### src/rtl/sevseg_avalon_ctrl.sv
// Avalon-MM seven-segment display controller.
// Six digit registers plus a control register drive active-low HEX segments.
// The display path supports hex decode or raw patterns, per-digit blanking,
// a shared blink timer and PWM brightness dimming.
// Bus handshake: a write takes effect at the clock edge where avs_write is high.
// A read is captured at the edge where avs_read is high, and avs_readdata
// holds that value until the next read.
module sevseg_avalon_ctrl #(
    parameter int NUM_DIGITS = 6,
    parameter int BLINK_HALF = 25000000,
    parameter int PWM_BITS   = 4
) (
    input  logic                    clk,
    input  logic                    reset_n,
    input  logic [3:0]              avs_address,
    input  logic                    avs_write,
    input  logic [31:0]             avs_writedata,
    input  logic                    avs_read,
    output logic [31:0]             avs_readdata,
    output logic [7*NUM_DIGITS-1:0] hex_out
);

    localparam int BW = $clog2(BLINK_HALF);
    localparam logic [BW-1:0] BLINK_LAST  = BW'(BLINK_HALF - 1);
    localparam logic [3:0]    ADDR_CTRL   = 4'h6;
    localparam logic [3:0]    ADDR_VALUE  = 4'h7;
    localparam logic [3:0]    ADDR_STATUS = 4'h8;

    logic [3:0]          dig_nib   [NUM_DIGITS];
    logic                dig_blank [NUM_DIGITS];
    logic                dig_blink [NUM_DIGITS];
    logic [6:0]          dig_raw   [NUM_DIGITS];
    logic                ctrl_en;
    logic                ctrl_raw;
    logic [PWM_BITS-1:0] ctrl_bright;

    logic [BW-1:0]       blink_cnt;
    logic                blink_phase;
    logic [15:0]         wrap_cnt;
    logic [PWM_BITS-1:0] pwm_cnt;
    logic                pwm_on;

    logic [31:0]             rd_next;
    logic [7*NUM_DIGITS-1:0] hex_next;
    logic [6:0]              src;

    // Several writedata bits have no home in any register; they are dropped here.
    logic unused_wdata;
    assign unused_wdata = ^avs_writedata;

    function automatic logic [6:0] seg_decode(input logic [3:0] n);
        case (n)
            4'h0: seg_decode = 7'h40;
            4'h1: seg_decode = 7'h79;
            4'h2: seg_decode = 7'h24;
            4'h3: seg_decode = 7'h30;
            4'h4: seg_decode = 7'h19;
            4'h5: seg_decode = 7'h12;
            4'h6: seg_decode = 7'h02;
            4'h7: seg_decode = 7'h78;
            4'h8: seg_decode = 7'h00;
            4'h9: seg_decode = 7'h10;
            4'hA: seg_decode = 7'h08;
            4'hB: seg_decode = 7'h03;
            4'hC: seg_decode = 7'h46;
            4'hD: seg_decode = 7'h21;
            4'hE: seg_decode = 7'h06;
            default: seg_decode = 7'h0E;
        endcase
    endfunction

    // Register file: per-digit writes, VALUE broadcast of nibbles, CTRL.
    always_ff @(posedge clk) begin
        if (!reset_n) begin
            for (int i = 0; i < NUM_DIGITS; i++) begin
                dig_nib[i]   <= 4'h0;
                dig_blank[i] <= 1'b1;
                dig_blink[i] <= 1'b0;
                dig_raw[i]   <= 7'h7F;
            end
            ctrl_en     <= 1'b1;
            ctrl_raw    <= 1'b0;
            ctrl_bright <= '1;
        end else if (avs_write) begin
            for (int i = 0; i < NUM_DIGITS; i++) begin
                if (avs_address == 4'(i)) begin
                    dig_nib[i]   <= avs_writedata[3:0];
                    dig_blank[i] <= avs_writedata[4];
                    dig_blink[i] <= avs_writedata[5];
                    dig_raw[i]   <= avs_writedata[14:8];
                end
                if (avs_address == ADDR_VALUE) begin
                    dig_nib[i]   <= avs_writedata[4*i +: 4];
                    dig_blank[i] <= 1'b0;
                end
            end
            if (avs_address == ADDR_CTRL) begin
                ctrl_en     <= avs_writedata[0];
                ctrl_raw    <= avs_writedata[1];
                ctrl_bright <= avs_writedata[4 +: PWM_BITS];
            end
        end
    end

    // Free-running blink and PWM timers; only reset restarts them.
    always_ff @(posedge clk) begin
        if (!reset_n) begin
            blink_cnt   <= '0;
            blink_phase <= 1'b0;
            wrap_cnt    <= 16'h0000;
            pwm_cnt     <= '0;
        end else begin
            pwm_cnt <= pwm_cnt + PWM_BITS'(1);
            if (blink_cnt == BLINK_LAST) begin
                blink_cnt   <= '0;
                blink_phase <= ~blink_phase;
                wrap_cnt    <= wrap_cnt + 16'd1;
            end else begin
                blink_cnt <= blink_cnt + BW'(1);
            end
        end
    end

    assign pwm_on = (pwm_cnt <= ctrl_bright);

    // Read mux: digit, CTRL and STATUS fields; everything else reads zero.
    always_comb begin
        rd_next = 32'h0;
        case (avs_address)
            ADDR_CTRL: begin
                rd_next[0]              = ctrl_en;
                rd_next[1]              = ctrl_raw;
                rd_next[4 +: PWM_BITS]  = ctrl_bright;
            end
            ADDR_STATUS: begin
                rd_next[0]     = blink_phase;
                rd_next[31:16] = wrap_cnt;
            end
            default: ;
        endcase
        for (int i = 0; i < NUM_DIGITS; i++) begin
            if (avs_address == 4'(i)) begin
                rd_next = {17'd0, dig_raw[i], 2'b00, dig_blink[i], dig_blank[i], dig_nib[i]};
            end
        end
    end

    // Read data register: captured on a read strobe, held otherwise.
    always_ff @(posedge clk) begin
        if (!reset_n) begin
            avs_readdata <= 32'h0;
        end else if (avs_read) begin
            avs_readdata <= rd_next;
        end
    end

    // Segment selection: source pattern unless any blanking condition applies.
    always_comb begin
        hex_next = '1;
        src      = 7'h7F;
        for (int i = 0; i < NUM_DIGITS; i++) begin
            src = ctrl_raw ? dig_raw[i] : seg_decode(dig_nib[i]);
            if (ctrl_en && !dig_blank[i] && !(dig_blink[i] && blink_phase) && pwm_on) begin
                hex_next[7*i +: 7] = src;
            end
        end
    end

    // Registered segment outputs, all segments off in reset.
    always_ff @(posedge clk) begin
        if (!reset_n) begin
            hex_out <= '1;
        end else begin
            hex_out <= hex_next;
        end
    end

endmodule

### config.mk
export PLATFORM = sky130hd
export DESIGN_NAME = sevseg_avalon_ctrl
export DESIGN_NICKNAME = d
export VERILOG_FILES = /design/src/rtl/sevseg_avalon_ctrl.sv
export SDC_FILE = /design/constraint.sdc
export NUM_CORES = 1
export LEC_CHECK = 0
export ABC_AREA = 1
export CORE_MARGIN = 3
export CORE_UTILIZATION = 58
export CTS_CLUSTER_DIAMETER = 200
export DETAILED_ROUTE_END_ITERATION = 6
export PLACE_DENSITY = 0.88
export SYNTH_ARGS = -nofsm -noshare
export SYNTH_HDL_FRONTEND = slang
export SYNTH_SLANG_ARGS = --single-unit
export TNS_END_PERCENT = 1
### constraint.sdc
create_clock -name clk -period 5.1 [get_ports clk]
set_clock_uncertainty 0.15 [all_clocks]
set_input_delay 0.51 -clock clk [delete_from_list [all_inputs] [get_ports clk]]
set_output_delay 0.51 -clock clk [all_outputs]
set_load 0.03 [all_outputs]
==> metrics.txt <==
run status finished clean; IR drop worst, VDD ~280 µV; CTS resizes 0; DRT Pass-1 Iters 6; all-layer global routing usage 0.281; dpl cells ~1.6k; P per Cell Area 315 nW/µm²; # port buffers between 100 and 150; Int Pwr between 0.002 and 0.003 W; Post-layout nets around 1.5k; EDFF count, synth 78; most area-consuming cells after synthesis dfxtp_1 24%, edfxtp_1 23%, nand2_1 12%, ha_1 5.2%, nand3_1 5.0%; die footprint 19500 µm²; Post-CTS Hold Buffers 0; RSZ-0062 raised after global routing no; FP Rows 48; switching pwr 0.000990 W; Cell Area, Synth approximately 10000 µm²; Final Wtd Congestion 0.942; CTS tree done; Worst EP required just over 5 ns; final setup vio count 0; slew margin rel. 0.175; Synth Flop Type dfxtp_1; CTS Buffer Depth 3; global-route wire length before repair 45000 µm; Root Buffer clkbuf_16; Layout area overhead 17.6%; Logic pwr share 0.116; Seq pwr share 0.476; antenna-violating nets left 0; Hold Path Class flip-flop to flip-flop; Vias/cell 5.80; largest net degree at the start of global routing 52; CTS HTree Levels 1; critical path peak fanout 12; final hold vios 0; Clock Latency Late Sink 0.51 ns; vias in the first global route between 8k and 9k; share of the synthesized area in the top cell type 0.242; share of cells above drive strength 1 0.0547; antenna cell count 0; crit end category flip-flop; initial antenna violation count 1; Switching Share 0.258; via count 9464; die span in y 140 µm; Initial DRC Count a little under 1k; Synth Instances 1311; final wirelength 27900 µm; hold path depth 2; Initial Utilization 0.596; I/O Pins 114; Worst-path clk slew ~0.060 ns; Tcrit/Tclk final 0.611; Post-Layout Cell Count about 1.6k; dominant cell type by area after synthesis dfxtp_1; max frequency 321 MHz; worst-margin pin slew 1.23 ns; CTS buffer count 23; Post-CTS Setup Inserts 0; crit path launch type input port; Yosys reg bits 203; async set or reset register ratio after synthesis 0; Final min period just over 3 ns; Netlist cell types 44; number of remaining DRC errors 0; Max Cap Viol 0; Clk pwr share 0.408; WL per Instance 17.1 µm; Avg Cell Area, Syn just under 8 µm²; Leakage 4.70 nW; Ys Warns 0; Die W 140 µm; syn nets 1394; clock sinks 203; Seq/Total Area, Yosys 0.468; FF-to-FF path depth 6; total grt overflow 0; arrival time worst endpoint slightly above 3 ns; Max Slew Vio Count 0; Std-Cell Core Area ~17000 µm²; Final TNS setup 0 ns; HPWL after DPL slightly below 20000 µm; WS Path Type input port to flip-flop
[layout by cell type (no fill, tap or decap), drive strengths merged, types with 4 or more instances in the layout]
master and instances:
a21oi 95, o22ai 10, o211ai 25, clkinv 10, nand3 104, clkdlybuf4s50 104
nand3b 4, a211oi 7, xor2 15, nor3b 4, inv 131, clkbuf 33
nor2 134, and2 5, edfxtp 78, dfxtp 125, ha 43, buf 5
nand4 17, a22oi 4, xnor2 7, o21ai 84, nand2 332, nor3 19
[critical path: stages]
cell and delay, ns:
clkdlybuf4s50_1 0.63, nand2_1 0.18, nor3_2 0.73, inv_2 0.18, o21ai_0 0.87
[cell usage after synthesis (25+ instances only)]
master      n
a21oi_1    95
clkbuf_1   35
dfxtp_1   125
edfxtp_1   78
ha_1       43
inv_1     117
nand2_1   325
nand3_1   104
nor2_1    118
o211ai_1   25
o21ai_0    67
[power groups by stage]
| stage | Combinational (W) | Sequential [W] | Clock (W) |
|---|---|---|---|
| global placement | 0.000422 | 0.00185 | 0 |
| finish | 0.000444 | 0.00182 | 0.00156 |
| global route | 0.000479 | 0.00183 | 0.00164 |
| floorplan | 0.000225 | 0.00189 | 0 |
| CTS | 0.000437 | 0.00182 | 0.00157 |
| detailed placement | 0.000432 | 0.00185 | 0 |
[kinds of logic after synthesis]
logic type / after synthesis / share of synthesized area
multiplexers: 2 / 0.00193
buffers and inverters: 188 / 0.0723
AO/OA/AOI/OAI: 231 / 0.124
other: 1 / 0.000362
XOR/XNOR: 22 / 0.0186
AND/OR/NAND/NOR: 621 / 0.263
flip-flops: 203 / 0.468
adder cells (fa/ha/maj): 43 / 0.0520
[cell type report]
| class | count | area (µm²) |
|---|---|---|
| fill | 1303 | 5180 |
| sequential | 203 | 4840 |
| multi-input combinational | 920 | 4760 |
| timing repair buffer | 109 | 1080 |
| clock buffer | 33 | 643 |
| inverter | 134 | 504 |
| tap | 225 | 282 |
| clock inverter | 8 | 66.3 |
[final timing paths]
path / to / start / slack, ns
setup / recovery: dig_raw[0][25] / avs_address[1] / 1.98
hold / removal: avs_readdata[22] / avs_readdata[22] / 0.31
setup reg to reg: hex_out[3] / ctrl_bright[3] / 2.60
hold reg to reg: avs_readdata[22] / avs_readdata[22] / 0.31
[stage by stage]
stage | total power (W) | setup slack, ns | utilization | instance area (µm²) | hold WS (ns)
CTS | 0.00383 | 2.11 | 0.702 | 12200 | 0.318
global route | 0.00395 | 1.89 | 0.702 | 12200 | 0.341
global placement | 0.00227 | 1.72 | 0.661 | 11500 | 0.296
floorplan | 0.00211 | 2.92 | - | 10400 | 0.280
finish | 0.00383 | 1.98 | 0.702 | 12200 | 0.314
detailed placement | 0.00228 | 1.62 | 0.661 | 11500 | 0.307
[registers in the layout, summed over array words and instances, names as in the netlist]
name,flops
wrap_cnt,16
ctrl_bright,4
blink_cnt,25
dig_raw,42
pwm_cnt,4
blink_phase,1
ctrl_raw,1
dig_blank,6
dig_blink,6
dig_nib,24
ctrl_en,1
avs_readdata,31
hex_out,42
[routing by layer]
layer	vias up	global-route usage	part of all wire
met5	-	0	0.00029
met4	2	0.0999	0.039
met3	104	0.0512	0.11
met2	603	0.480	0.49
met1	4254	0.360	0.37
li1	4501	-	-
No activity file was read; power rests on OpenSTA's default activity.
